===== config.mk =====
export PLATFORM = sky130hd
export DESIGN_NAME = mem_arbiter_flat
export DESIGN_NICKNAME = d
export VERILOG_FILES = /design/src/rtl/mem_arb_pkg.sv /design/src/rtl/mem_arbiter_if.sv /design/src/rtl/mem_arbiter_fill_counter.sv /design/src/rtl/mem_arbiter.sv /design/src/flat_wrapper.sv
export SDC_FILE = /design/constraint.sdc
export NUM_CORES = 1
export LEC_CHECK = 0
export BUFFER_PORTS_ARGS = -buffer_cell sky130_fd_sc_hd__buf_2
export CAP_MARGIN = 0
export CORE_MARGIN = 5
export CORE_UTILIZATION = 30
export DETAILED_ROUTE_END_ITERATION = 8
export HOLD_SLACK_MARGIN = 0.15
export SYNTH_ARGS = -nofsm -noshare
export SYNTH_HDL_FRONTEND = slang
export SYNTH_SLANG_ARGS = --single-unit

===== constraint.sdc =====
create_clock -name clk -period 1.42 [get_ports clk]
set_input_delay 0.213 -clock clk [delete_from_list [all_inputs] [get_ports clk]]
set_output_delay 0.213 -clock clk [all_outputs]
set_load 0.005 [all_outputs]

===== src/rtl/mem_arb_pkg.sv =====
// mem_arb_pkg: shared types and constants for the memory arbiter.
//   - arb_state_e : arbiter FSM states (IDLE, WRITE, FILL, DONE)
//   - owner_e     : which cache owns the current fill (I or D)
//   - block geometry constants and a helper that forms a word address
//     inside a block.
package mem_arb_pkg;

    localparam int MEM_LAT           = 4;   // mem_en (read) to mem_rvalid, in cycles
    localparam int WORDS_PER_BLOCK   = 8;
    localparam int ADDR_W            = 16;
    localparam int DATA_W            = 16;
    localparam int BLOCK_OFFSET_BITS = 4;
    localparam int WORD_IDX_BITS     = 3;

    localparam logic [WORD_IDX_BITS-1:0] LAST_WORD_IDX =
        WORD_IDX_BITS'(WORDS_PER_BLOCK - 1);

    // Clears the byte offset inside a block.
    localparam logic [ADDR_W-1:0] BLOCK_MASK =
        {{(ADDR_W-BLOCK_OFFSET_BITS){1'b1}}, {BLOCK_OFFSET_BITS{1'b0}}};

    // Clears the byte-within-word bit.
    localparam logic [ADDR_W-1:0] WORD_MASK = {{(ADDR_W-1){1'b1}}, 1'b0};

    typedef enum logic [1:0] {
        ST_IDLE  = 2'd0,
        ST_WRITE = 2'd1,
        ST_FILL  = 2'd2,
        ST_DONE  = 2'd3
    } arb_state_e;

    typedef enum logic {
        OWN_I = 1'b0,
        OWN_D = 1'b1
    } owner_e;

    // Byte address of word idx inside the block starting at blk.
    // blk must already be block-aligned.
    function automatic logic [ADDR_W-1:0] word_addr(
        input logic [ADDR_W-1:0]        blk,
        input logic [WORD_IDX_BITS-1:0] idx
    );
        return blk | {{(ADDR_W-BLOCK_OFFSET_BITS){1'b0}}, idx, 1'b0};
    endfunction

endpackage


===== src/rtl/mem_arbiter_if.sv =====
// mem_arbiter_if: bundles the cache-side request signals and the
// memory-side bus of the arbiter.
//   Cache side : i_req/i_addr, d_req/d_we/d_addr/d_wdata in;
//                fill_data/fill_word/i_fill_we/d_fill_we, i_done/d_done,
//                busy out.
//   Memory side: mem_en/mem_wr/mem_addr/mem_wdata out;
//                mem_rdata/mem_rvalid in.
//
// Handshake: a requester raises *_req with stable address/data and holds
// it until the matching *_done pulse (one cycle). The request is sampled
// only when the arbiter is idle; after the grant, further changes to the
// request (including dropping it) are ignored until done. There is no
// backpressure on the memory side: every mem_en is accepted, and each
// read returns exactly once, MEM_LAT cycles later, on mem_rvalid.
interface mem_arbiter_if;
    import mem_arb_pkg::*;

    logic                     i_req;
    logic [ADDR_W-1:0]        i_addr;
    logic                     d_req;
    logic                     d_we;
    logic [ADDR_W-1:0]        d_addr;
    logic [DATA_W-1:0]        d_wdata;

    logic                     mem_en;
    logic                     mem_wr;
    logic [ADDR_W-1:0]        mem_addr;
    logic [DATA_W-1:0]        mem_wdata;
    logic [DATA_W-1:0]        mem_rdata;
    logic                     mem_rvalid;

    logic [DATA_W-1:0]        fill_data;
    logic [WORD_IDX_BITS-1:0] fill_word;
    logic                     i_fill_we;
    logic                     d_fill_we;
    logic                     i_done;
    logic                     d_done;
    logic                     busy;

    // Arbiter side.
    modport master (
        input  i_req, i_addr, d_req, d_we, d_addr, d_wdata,
        input  mem_rdata, mem_rvalid,
        output mem_en, mem_wr, mem_addr, mem_wdata,
        output fill_data, fill_word, i_fill_we, d_fill_we,
        output i_done, d_done, busy
    );

    // Environment side (caches + memory).
    modport slave (
        output i_req, i_addr, d_req, d_we, d_addr, d_wdata,
        output mem_rdata, mem_rvalid,
        input  mem_en, mem_wr, mem_addr, mem_wdata,
        input  fill_data, fill_word, i_fill_we, d_fill_we,
        input  i_done, d_done, busy
    );

endinterface


===== src/rtl/mem_arbiter_fill_counter.sv =====
// fill_counter: issue and return word counters for one block fill.
//   clk, rst_n        : clock, async active-low reset
//   clr               : zero both counters (at grant)
//   issue_inc/ret_inc : advance the issue / return counter
//   issue_cnt/ret_cnt : current word indices
//   issue_last/ret_last: counter is at the last word of the block
module fill_counter
    import mem_arb_pkg::*;
(
    input  logic                     clk,
    input  logic                     rst_n,
    input  logic                     clr,
    input  logic                     issue_inc,
    input  logic                     ret_inc,
    output logic [WORD_IDX_BITS-1:0] issue_cnt,
    output logic [WORD_IDX_BITS-1:0] ret_cnt,
    output logic                     issue_last,
    output logic                     ret_last
);

    logic [WORD_IDX_BITS-1:0] issue_q, issue_d;
    logic [WORD_IDX_BITS-1:0] ret_q, ret_d;

    always_comb begin
        issue_d = issue_q;
        ret_d   = ret_q;
        if (clr) begin
            issue_d = '0;
            ret_d   = '0;
        end else begin
            if (issue_inc) issue_d = issue_q + 1'b1;
            if (ret_inc)   ret_d   = ret_q + 1'b1;
        end
    end

    always_ff @(posedge clk or negedge rst_n) begin
        if (!rst_n) begin
            issue_q <= '0;
            ret_q   <= '0;
        end else begin
            issue_q <= issue_d;
            ret_q   <= ret_d;
        end
    end

    assign issue_cnt  = issue_q;
    assign ret_cnt    = ret_q;
    assign issue_last = (issue_q == LAST_WORD_IDX);
    assign ret_last   = (ret_q == LAST_WORD_IDX);

endmodule


===== src/rtl/mem_arbiter.sv =====
// mem_arbiter: shares one fixed-latency memory between the I-cache fill
// path and the D-cache fill/write-through path.
//   clk, rst_n : clock, async active-low reset
//   bus        : mem_arbiter_if.master (cache requests, memory bus,
//                fill return, done pulses, busy)
//   dbg_state  : current FSM state
// D requests win over I requests. A fill streams eight pipelined reads and
// forwards each returned word to the owning cache; a write is one strobe.
module mem_arbiter
    import mem_arb_pkg::*;
(
    input  logic          clk,
    input  logic          rst_n,
    mem_arbiter_if.master bus,
    output arb_state_e    dbg_state
);

    arb_state_e               state_q, state_d;
    owner_e                   owner_q, owner_d;
    logic [ADDR_W-1:0]        blk_q, blk_d;
    logic                     mem_en_q, mem_en_d;
    logic                     mem_wr_q, mem_wr_d;
    logic [ADDR_W-1:0]        mem_addr_q, mem_addr_d;
    logic [DATA_W-1:0]        mem_wdata_q, mem_wdata_d;
    logic                     i_done_q, i_done_d;
    logic                     d_done_q, d_done_d;
    logic                     busy_q, busy_d;

    logic                     cnt_clr;
    logic                     issue_inc;
    logic                     ret_inc;
    logic [WORD_IDX_BITS-1:0] issue_cnt;
    logic [WORD_IDX_BITS-1:0] ret_cnt;
    logic                     issue_last;
    logic                     ret_last;
    logic [WORD_IDX_BITS-1:0] next_idx;
    logic                     ret_valid;

    fill_counter u_fill_counter (
        .clk        (clk),
        .rst_n      (rst_n),
        .clr        (cnt_clr),
        .issue_inc  (issue_inc),
        .ret_inc    (ret_inc),
        .issue_cnt  (issue_cnt),
        .ret_cnt    (ret_cnt),
        .issue_last (issue_last),
        .ret_last   (ret_last)
    );

    // Returned words only count while a fill is in flight; stray or late
    // mem_rvalid pulses in any other state are dropped here.
    assign ret_valid = (state_q == ST_FILL) && bus.mem_rvalid;

    // issue_cnt is the index of the read currently on the bus.
    assign next_idx = issue_cnt + 1'b1;

    always_comb begin
        state_d     = state_q;
        owner_d     = owner_q;
        blk_d       = blk_q;
        mem_en_d    = 1'b0;
        mem_wr_d    = 1'b0;
        mem_addr_d  = '0;
        mem_wdata_d = '0;
        i_done_d    = 1'b0;
        d_done_d    = 1'b0;
        cnt_clr     = 1'b0;
        issue_inc   = 1'b0;
        ret_inc     = ret_valid;

        unique case (state_q)
            ST_IDLE: begin
                // Strobes are registered, so the first memory access is
                // loaded here and appears in the cycle after the grant.
                if (bus.d_req && bus.d_we) begin
                    state_d     = ST_WRITE;
                    owner_d     = OWN_D;
                    blk_d       = bus.d_addr & WORD_MASK;
                    mem_en_d    = 1'b1;
                    mem_wr_d    = 1'b1;
                    mem_addr_d  = bus.d_addr & WORD_MASK;
                    mem_wdata_d = bus.d_wdata;
                end else if (bus.d_req || bus.i_req) begin
                    state_d    = ST_FILL;
                    owner_d    = bus.d_req ? OWN_D : OWN_I;
                    blk_d      = (bus.d_req ? bus.d_addr : bus.i_addr) & BLOCK_MASK;
                    mem_en_d   = 1'b1;
                    mem_addr_d = blk_d;
                    cnt_clr    = 1'b1;
                end
            end

            ST_WRITE: begin
                state_d  = ST_DONE;
                d_done_d = 1'b1;
            end

            ST_FILL: begin
                if (mem_en_q && !issue_last) begin
                    mem_en_d   = 1'b1;
                    mem_addr_d = word_addr(blk_q, next_idx);
                    issue_inc  = 1'b1;
                end
                if (ret_valid && ret_last) begin
                    state_d = ST_DONE;
                    if (owner_q == OWN_I) i_done_d = 1'b1;
                    else                  d_done_d = 1'b1;
                end
            end

            ST_DONE: begin
                state_d = ST_IDLE;
            end

            default: begin
                state_d = ST_IDLE;
            end
        endcase

        busy_d = (state_d != ST_IDLE);
    end

    always_ff @(posedge clk or negedge rst_n) begin
        if (!rst_n) begin
            state_q     <= ST_IDLE;
            owner_q     <= OWN_I;
            blk_q       <= '0;
            mem_en_q    <= 1'b0;
            mem_wr_q    <= 1'b0;
            mem_addr_q  <= '0;
            mem_wdata_q <= '0;
            i_done_q    <= 1'b0;
            d_done_q    <= 1'b0;
            busy_q      <= 1'b0;
        end else begin
            state_q     <= state_d;
            owner_q     <= owner_d;
            blk_q       <= blk_d;
            mem_en_q    <= mem_en_d;
            mem_wr_q    <= mem_wr_d;
            mem_addr_q  <= mem_addr_d;
            mem_wdata_q <= mem_wdata_d;
            i_done_q    <= i_done_d;
            d_done_q    <= d_done_d;
            busy_q      <= busy_d;
        end
    end

    assign bus.mem_en    = mem_en_q;
    assign bus.mem_wr    = mem_wr_q;
    assign bus.mem_addr  = mem_addr_q;
    assign bus.mem_wdata = mem_wdata_q;

    // Returned data is forwarded in the same cycle it arrives; it is zeroed
    // when not part of a fill so the cache never sees stray read data.
    assign bus.fill_data = ret_valid ? bus.mem_rdata : '0;
    assign bus.fill_word = ret_cnt;
    assign bus.i_fill_we = ret_valid && (owner_q == OWN_I);
    assign bus.d_fill_we = ret_valid && (owner_q == OWN_D);

    assign bus.i_done = i_done_q;
    assign bus.d_done = d_done_q;
    assign bus.busy   = busy_q;
    assign dbg_state  = state_q;

endmodule


===== src/flat_wrapper.sv =====
// flat-port wrapper written by rule: the top's interface ports become plain ports
module mem_arbiter_flat import mem_arb_pkg::*;
  (clk, rst_n, dbg_state, bus_i_req, bus_i_addr, bus_d_req, bus_d_we, bus_d_addr, bus_d_wdata, bus_mem_rdata, bus_mem_rvalid, bus_mem_en, bus_mem_wr, bus_mem_addr, bus_mem_wdata, bus_fill_data, bus_fill_word, bus_i_fill_we, bus_d_fill_we, bus_i_done, bus_d_done, bus_busy);
  mem_arbiter_if bus_i ();
  input  logic clk;
  input  logic rst_n;
  output arb_state_e dbg_state;
  input wire logic [$bits(bus_i.i_req)-1:0] bus_i_req;
  input wire logic [$bits(bus_i.i_addr)-1:0] bus_i_addr;
  input wire logic [$bits(bus_i.d_req)-1:0] bus_d_req;
  input wire logic [$bits(bus_i.d_we)-1:0] bus_d_we;
  input wire logic [$bits(bus_i.d_addr)-1:0] bus_d_addr;
  input wire logic [$bits(bus_i.d_wdata)-1:0] bus_d_wdata;
  input wire logic [$bits(bus_i.mem_rdata)-1:0] bus_mem_rdata;
  input wire logic [$bits(bus_i.mem_rvalid)-1:0] bus_mem_rvalid;
  output wire logic [$bits(bus_i.mem_en)-1:0] bus_mem_en;
  output wire logic [$bits(bus_i.mem_wr)-1:0] bus_mem_wr;
  output wire logic [$bits(bus_i.mem_addr)-1:0] bus_mem_addr;
  output wire logic [$bits(bus_i.mem_wdata)-1:0] bus_mem_wdata;
  output wire logic [$bits(bus_i.fill_data)-1:0] bus_fill_data;
  output wire logic [$bits(bus_i.fill_word)-1:0] bus_fill_word;
  output wire logic [$bits(bus_i.i_fill_we)-1:0] bus_i_fill_we;
  output wire logic [$bits(bus_i.d_fill_we)-1:0] bus_d_fill_we;
  output wire logic [$bits(bus_i.i_done)-1:0] bus_i_done;
  output wire logic [$bits(bus_i.d_done)-1:0] bus_d_done;
  output wire logic [$bits(bus_i.busy)-1:0] bus_busy;
  assign bus_i.i_req = bus_i_req;
  assign bus_i.i_addr = bus_i_addr;
  assign bus_i.d_req = bus_d_req;
  assign bus_i.d_we = bus_d_we;
  assign bus_i.d_addr = bus_d_addr;
  assign bus_i.d_wdata = bus_d_wdata;
  assign bus_i.mem_rdata = bus_mem_rdata;
  assign bus_i.mem_rvalid = bus_mem_rvalid;
  assign bus_mem_en = bus_i.mem_en;
  assign bus_mem_wr = bus_i.mem_wr;
  assign bus_mem_addr = bus_i.mem_addr;
  assign bus_mem_wdata = bus_i.mem_wdata;
  assign bus_fill_data = bus_i.fill_data;
  assign bus_fill_word = bus_i.fill_word;
  assign bus_i_fill_we = bus_i.i_fill_we;
  assign bus_d_fill_we = bus_i.d_fill_we;
  assign bus_i_done = bus_i.i_done;
  assign bus_d_done = bus_i.d_done;
  assign bus_busy = bus_i.busy;
  mem_arbiter u_core (.clk(clk), .rst_n(rst_n), .bus(bus_i), .dbg_state(dbg_state));
endmodule

Yosys cells after proc, flatten, opt, wreduce, memory -nomap -nowiden. Cells that the tools add are included.

Bits in registers: 62. Bits in latches: 0. RAM bits: 0. Bits in read-only memories: 0. Input port bits: 70. Output and inout port bits: 60. Logic and storage cells: 71. Memories kept: 0.

Add/sub/neg operators: 2. $mul: 0. Div/mod/pow operators: 0. Magnitude comparators: 0. Eq/ne operators: 5. Shift operators: 0. Muxes and demuxes: 36. Bitwise logic cells: 2. Reductions and logical operators: 14.

Operators with widths (count): two-way mux 16 bit (9); case mux 16 bit (2 select lines) (1); two-way mux 1 bit (16); OR 16 x 4 -> 16 bit (1); two-way mux 3 bit (4); case mux 2 bit (4 select lines) (1); nonzero test 2 bit (4); adder 3 x 1 -> 3 bit (second input constant) (2); equality test 3 bit (second input constant) (2); logical AND 1 bit (6); two-way mux 2 bit (3); equality test 2 bit (second input constant) (2); case mux 1 bit (2 select lines) (2); equality test 2 x 1 -> 1 bit (second input constant) (1); logical NOT 2 bit (1); AND reduction 2 bit (1); logical NOT 1 bit (1); logical OR 1 bit (1); NOT 1 bit (1).

Depth between registers and ports, before layout. Gate-level depths: netlist of run 1.

Depth after elaboration: 7. Gate-level depth with buffers: 8. Depth with buffers taken out: 5.

Hierarchy. A second synthesis of run 1 with hierarchy kept.

Cells, all modules: 231. Area total of the unflattened synthesis: 2748.9 sq um.

By module, submodules not included: mem_arbiter (instances 1, cells an instance 209, area each 2468.6 sq um, seq. area each 1351.3 sq um); fill_counter (instances 1, cells an instance 22, area each 280.3 sq um, seq. area each 150.1 sq um).

Worst setup path before layout of run 1. Ideal clock, no wire load.

Kind: flip-flop to flip-flop. From: register u_core.state_q[0], in the netlist u_core.dbg_state[0]. To: register u_core.mem_addr_q[10], in the netlist u_core.bus.mem_addr[10]. Library setup time: 0.125 ns. Data arrival time: 1.410 ns. Data required time: 1.295 ns. Path slack: -0.115 ns. Cell stages (with the launch flop): 8. Buffers on the path: 2. Clock period less this slack: 1.535 ns. Cells stage by stage: dfrtp_1 inv_1 ha_1 and3b_1 buf_4 buf_6 a22oi_2 o21ai_1.

Longest elaborated chain between the ends: 2. Elaborated cells on any way between the ends: 3. Those cells by class: eq/ne (1); mux (1); reduce/logical (1).

RTL lines: from (decl) (line mem_arbiter.sv:18) `arb_state_e state_q, state_d;`; from (signal assigned) (line mem_arbiter.sv:137) `state_q <= state_d;`; equality test 2 bit or logical NOT 2 bit (tied branches) (line mem_arbiter.sv:72) `unique case (state_q)`; case mux 16 bit (2 select lines) (*) (line mem_arbiter.sv:72); net u_core.mem_addr_d[10] (line mem_arbiter.sv:23) `logic [ADDR_W-1:0] mem_addr_q, mem_addr_d;`; to (signal assigned) (line mem_arbiter.sv:142) `mem_addr_q <= mem_addr_d;`; to (decl) (line mem_arbiter.sv:23).

The timed path passes the listed nets; every way through them passes the cells marked *. A chain may end at the register's enable or synchronous reset.

Worst setup path after layout of run 1.
From: register u_core.state_q[0], in the netlist u_core.dbg_state[0]. To: output port bus_d_fill_we.

Longest elaborated chain between the ends: 3.

RTL lines: equality test 2 bit (line mem_arbiter.sv:53) `assign ret_valid = (state_q == ST_FILL) && bus.mem_rvalid;`; logical AND 1 bit (line mem_arbiter.sv:53); logical AND 1 bit (line mem_arbiter.sv:160) `assign bus.d_fill_we = ret_valid && (owner_q == OWN_D);`; to (decl) (line flat_wrapper.sv:23) `output wire logic [$bits(bus_i.d_fill_we)-1:0] bus_d_fill_we;`.

No other way between the ends.

==> metrics.yaml, run 1 <==
status: "finished, violations left"
violations: "negative setup slack"
worstPathRequired_ps: 1210
fillers: 804
holdWs_ps: 176
drtAntennaViolNets: 0
ys_seq_elements: 60
clock-root-buffer: "clkbuf_8"
seq_area_mm2: 0.00150
grt_use_total_pct: 13.8
syn_nets: 312
layout_setup_ws_ps: -189
synth_area_per_cell_um2: 11.3
timing.fmax_ghz: 0.622
powerDensity_mw_per_mm2: 1660
antenna_found_initial: 0
ys_warn_count: 0
io_pins: 130
drv_cap: 0
ys.flop_type: "dfrtp_1"
rows: 34
grt_max_degree: 61
rsz0062_at_grt: "true"
cts_htree_levels: 3
routabilityCongestion: 0.758
insertion_delay_ps: 340
die_area_mm2: 0.0108
dp_cells: 472
core-area_mm2: 0.00864
fin_crit_sh_pct: 113
multi_input_area_mm2: 0.00117
grt_pass1_wl_mm: 12.2
yosysUniqueCellTypes: 35
portBuffers: 123
cts_tree: "built"
vias_per_cell: 4.54
ir_drop_mv: 0.814
setup_viol_count_final: 50
hold_path.class: "input port to flip-flop"
synth_cells: 235
first_iter_violations: 70
die_h_um: 104
wl_mm: 7.71
syn2layout_area_growth_pct: 65.6
design_area_mm2: 0.00438
placed_area_mm2: 0.00356
yosysSeqAreaShare_pct: 56.8
dpl.hpwl_mm: 5.02
final_nets: 500
clock_sinks: 60
wl_per_cell_um: 14.4
synth_edf_count: 0
p_leak_uw: 0.00234
maxSlewViolCount: 0
worstSetupPathType: "flip-flop to primary output"
cp_data_arrival_time_ps: 1400
critical_path.max_fanout: 6
drc: 0
overflow: 0
syn_area_mm2: 0.00265
start_kind: "flip-flop"
fin_crit_ps: 1610
n_antenna_cell: 0
vias: 2433
clockBufferDepth: 2
floorplan.initialDensity_pct: 30.6
cts_buffers: 9
final_cells: 536
finClkSkew_ps: 10.4
end_kind: "primary output"
die_x_um: 104
clkTransAtPathRegs_ps: 70
power.total_uw: 7270
first_pass_iters: 5
synth_async_sr_flop_share_pct: 100
grt_pass1_vias: 2576
finalHoldViolCount: 0
drive_above_1_share_pct: 50.5
[what timing repair did]
item	in CTS	in global routing
endpoints found under the hold margin	94	0
buffers inserted	6	4
resized for setup	20	15
setup endpoints to repair	36	69
hold buffers	32	0
pin swaps	13	3
gates cloned	1	5
[per-layer routing]
| metal | global-route usage (%) | routed length (µm) | vias to the layer above |
|---|---|---|---|
| met3 | 5.21 | 425 | 7 |
| met1 | 15.5 | 3120 | 1168 |
| met4 | 3.61 | 63 | 0 |
| li1 | - | - | 1189 |
| met2 | 24.3 | 4100 | 69 |
| met5 | 0 | 0 | - |
[kinds of logic after synthesis]
family | synth area share (%)
AND/OR/NAND/NOR | 14.9
buffers and inverters | 5.25
XOR/XNOR | 0.662
adder cells (fa/ha/maj) | 3.31
other | 0.142
flip-flops | 56.8
multiplexers | 5.30
AO/OA/AOI/OAI | 13.7
[worst paths after layout]
path | start | end | slack [ps] | cells past startpoint
hold / removal | bus_i_addr[8] | u_core.bus.mem_addr[8] | 180 | 3
setup reg to reg | u_core.dbg_state[1] | u_core.bus.mem_addr[7] | -100 | 6
setup / recovery | u_core.dbg_state[0] | bus_d_fill_we | -190 | 5
min in group asynchronous | rst_n | u_core.bus.mem_wdata[0] | 420 | 3
max in group asynchronous | rst_n | u_core.bus.mem_addr[15] | 740 | 3
hold reg to reg | u_core.blk_q[12] | u_core.blk_q[12] | 500 | 2
[placed cells by master, fill, tap and decap left out, types with 2 or more instances in the layout]
| cell type | n |
|---|---|
| ha_2 | 2 |
| buf_8 | 2 |
| o21ai_2 | 3 |
| and2_1 | 15 |
| ha_4 | 4 |
| clkinvlp_4 | 3 |
| and2_4 | 2 |
| mux2i_1 | 14 |
| a22oi_2 | 12 |
| o21ai_0 | 13 |
| buf_2 | 124 |
| nand2_1 | 25 |
| buf_6 | 6 |
| clkbuf_8 | 11 |
| o21ai_1 | 12 |
| dlygate4sd3_1 | 32 |
| nor2_1 | 5 |
| a22o_1 | 2 |
| dfrtp_1 | 60 |
| and3_1 | 17 |
| inv_2 | 3 |
| buf_4 | 24 |
| buf_12 | 4 |
| nand3_1 | 2 |
| a21oi_1 | 4 |
| clkbuf_16 | 3 |
[where the power goes]
part           total (µW)  internal (µW)  switching (µW)
sequential           2540           2260             280
clock                1410            727             687
combinational        3320           1810            1510
total                7270           4790            2480
[area by class of cell]
cell class	count	share of cell area, %
Sequential cell	60	34.3
Clock buffer	11	3.46
Tap cell	108	3.08
Inverter	4	0.343
Clock inverter	5	0.828
Multi-Input combinational cell	153	26.6
Timing Repair Buffer	195	31.4
[critical path, stage by stage (launching register included)]
cell and delay [ps]:
dfrtp_1 390, inv_2 80, ha_4 180, buf_6 120
and3_1 160, buf_2 120
[metrics by stage]
step | util, % | TNS [ps] | setup WS [ps]
3_3_place_gp | 41.2 | -406 | -76.0
3_5_place_dp | 41.2 | -645 | -81.6
6_report | 50.7 | -4230 | -189
2_1_floorplan | - | -363 | -58.3
5_1_grt | 50.7 | -8490 | -256
4_1_cts | 48.5 | -3430 | -209
[synth_stat cells (2+ instances only)]
library cell,number,area (µm²)
dfrtp_1,60,1500
nor2_1,6,22.5
o21ai_0,18,90.1
a22o_1,2,17.5
buf_2,2,10.0
and2_1,17,106
a22oi_2,8,100
o21ai_1,11,55.1
buf_4,6,45.0
mux2i_1,14,140
and3_1,18,113
inv_1,4,15.0
ha_1,7,87.6
clkbuf_1,5,18.8
nand2_1,27,101
buf_6,4,45.0
nand3_1,2,10.0
a21oi_1,4,20.0
a22oi_1,4,30.0
[state kept, by name (all words and copies together), names as in the netlist, 2 cells and up]
signal,count
u_core.bus.mem_wdata,16
u_core.blk_q,15
u_core.bus.mem_addr,15
u_core.u_fill_counter.issue_cnt,3
u_core.u_fill_counter.ret_cnt,3
u_core.dbg_state,2
Power figures use the tool's default switching activity.
==> run 2, diff against run 1 <==
Settings changed: CELL_PAD_IN_SITES_DETAIL_PLACEMENT set to 0, CELL_PAD_IN_SITES_GLOBAL_PLACEMENT set to 2, CORE_UTILIZATION 30 to 24, PLACE_DENSITY_LB_ADDON set to 0.1.
==> run 2 against run 1 <==
The run still ends with negative setup slack left. Clock skew shrank 4.6 ps. Global-route usage shrank 2.1 points. Non-clock buffer count grew 4. First-iteration DRC count shrank 39%. Fmax shrank 2.5%. Sequential power is essentially flat. Largest power group unchanged. Sequential share of layout area shrank 1.2 points. Power grew 4.9%. Combinational power grew 6.6%.
==> metrics.yaml, run 2 (synthesis results as in run 1) <==
status: "finished, violations left"
violations: "negative setup slack"
cp_data_arrival_time_ps: 1440
cp_top_family: "flip-flops"
setup_viol_count_final: 76
min_from: "bus_i_addr[5]"
insertion_delay_ps: 330
worstPathRequired_ps: 1210
finClkSkew_ps: 5.78
fin_crit_sh_pct: 116
drc: 0
worstReg2RegStart: "u_core.dbg_state[1]"
largest_reg_flops: 16
mostFrequentLayoutCell: "buf_2"
path_cells: "ha_4 -> buf_6 -> buf_12 -> and3_1 -> buf_2"
rsz0062_at_grt: "true"
cts_htree_levels: 3
wl_per_cell_um: 13.8
fin_crit_ps: 1650
first_pass_iters: 4
clock-root-buffer: "clkbuf_8"
seq_area_mm2: 0.00150
drive_above_1_share_pct: 52.8
p_leak_uw: 0.00240
drv_cap: 0
vias_per_cell: 4.14
worstSetupPathType: "flip-flop to primary output"
hold_path.class: "input port to flip-flop"
ir_drop_mv: 0.654
antenna_found_initial: 0
portBuffers: 123
mostFrequentLayoutCells: "buf_2, dfrtp_1, dlygate4sd3_1"
grt_pass1_vias: 2403
die_h_um: 115
clkTransAtPathRegs_ps: 70
multi_input_area_mm2: 0.00118
fillers: 1082
rows: 38
grt_use_total_pct: 11.6
clockBufferDepth: 2
setup_tns_ps: -10670
critical-path-slowest-cell: "dfrtp_1"
max_stage_delay_ps: 420
grt_max_degree: 30
io_pins: 130
dpl.hpwl_mm: 5.47
routabilityCongestion: 0.712
n_antenna_cell: 0
first_iter_violations: 43
die_x_um: 115
floorplan.initialDensity_pct: 24.4
end_kind: "primary output"
timing.fmax_ghz: 0.606
wl_mm: 7.89
layout_setup_ws_ps: -230
grt_pass1_wl_mm: 12.1
finalHoldViolCount: 0
cts_buffers: 9
vias: 2369
maxSlewViolCount: 0
core-area_mm2: 0.0108
powerDensity_mw_per_mm2: 1680
syn2layout_area_growth_pct: 71.9
clock_sinks: 60
start_kind: "flip-flop"
overflow: 0
critical_path.max_fanout: 16
final_nets: 504
startpoint: "u_core.dbg_state[1]"
drtAntennaViolNets: 0
die_area_mm2: 0.0132
path_buf_inv: 3
cts_tree: "built"
holdWs_ps: 177
[run 2: cell count changes in the layout (fill, tap and decap cells not counted), sizes merged]
cell / before / now
buf: 160 / 165
bufinv: 0 / 1
clkinvlp: 3 / 2
clkbuf: 14 / 12
clkinv: 2 / 3
[run 2: repair_timing]
| action | CTS | global route |
|---|---|---|
| gates cloned | 2 | 3 |
| hold buffers | 32 | 0 |
| hold endpoints to repair | 81 | 0 |
| resized for setup | 22 | 32 |
| setup buffers | 9 | 6 |
| pin swaps | 3 | 7 |
| setup endpoints to repair | 37 | 77 |
[run 2: tightest hold or removal path: stages]
cell and delay (ps):
buf_2 70, mux2i_1 80, o21ai_2 110
[run 2: final timing paths]
kind,cells after the start,end,slack (ps)
worst min register to register,2,u_core.blk_q[2],480
worst min-delay path,3,u_core.bus.mem_addr[5],180
worst max register to register,7,u_core.dbg_state[0],-210
min in group asynchronous,2,u_core.bus.mem_addr[3],330
worst max-delay path,5,bus_fill_data[0],-230
max in group asynchronous,3,u_core.blk_q[7],590
[run 2: report_power, final]
group / leakage (µW) / internal [µW] / switching (µW)
Combinational: 0.00151 / 2000 / 1540
Clock: 0.0000983 / 854 / 696
Sequential: 0.000787 / 2260 / 276
Total: 0.00240 / 5110 / 2520
[run 2: metrics by stage]
| step | utilization [%] | total power, µW | cells | setup WS, ps | instance area, µm² |
|---|---|---|---|---|---|
| 2_1_floorplan | - | 4000 | 235 | -58.3 | 2720 |
| 3_3_place_gp | 33.6 | 5230 | 506 | -58.3 | 3640 |
| 3_5_place_dp | 33.6 | 5230 | 506 | -71.2 | 3640 |
| 4_1_cts | 40.3 | 7390 | 565 | -271 | 4370 |
| 5_1_grt | 41.9 | 8220 | 572 | -307 | 4550 |
| 6_report | 41.9 | 7620 | 572 | -230 | 4550 |
[run 2: layout make-up]
| class | instances | share of cell area, % |
|---|---|---|
| tap | 140 | 3.85 |
| multi-input combinational | 153 | 26.0 |
| clock inverter | 6 | 1.40 |
| inverter | 4 | 0.385 |
| timing repair buffer | 199 | 32.3 |
| clock buffer | 10 | 3.03 |
| sequential | 60 | 33.0 |
[run 2: layer usage]
metal	vias up	global-route usage (%)	share of wire (%)
li1	1190	-	-
met2	62	19.5	50
met5	-	0	0
met4	0	3.76	1.1
met3	9	3.11	5.5
met1	1108	14.6	43
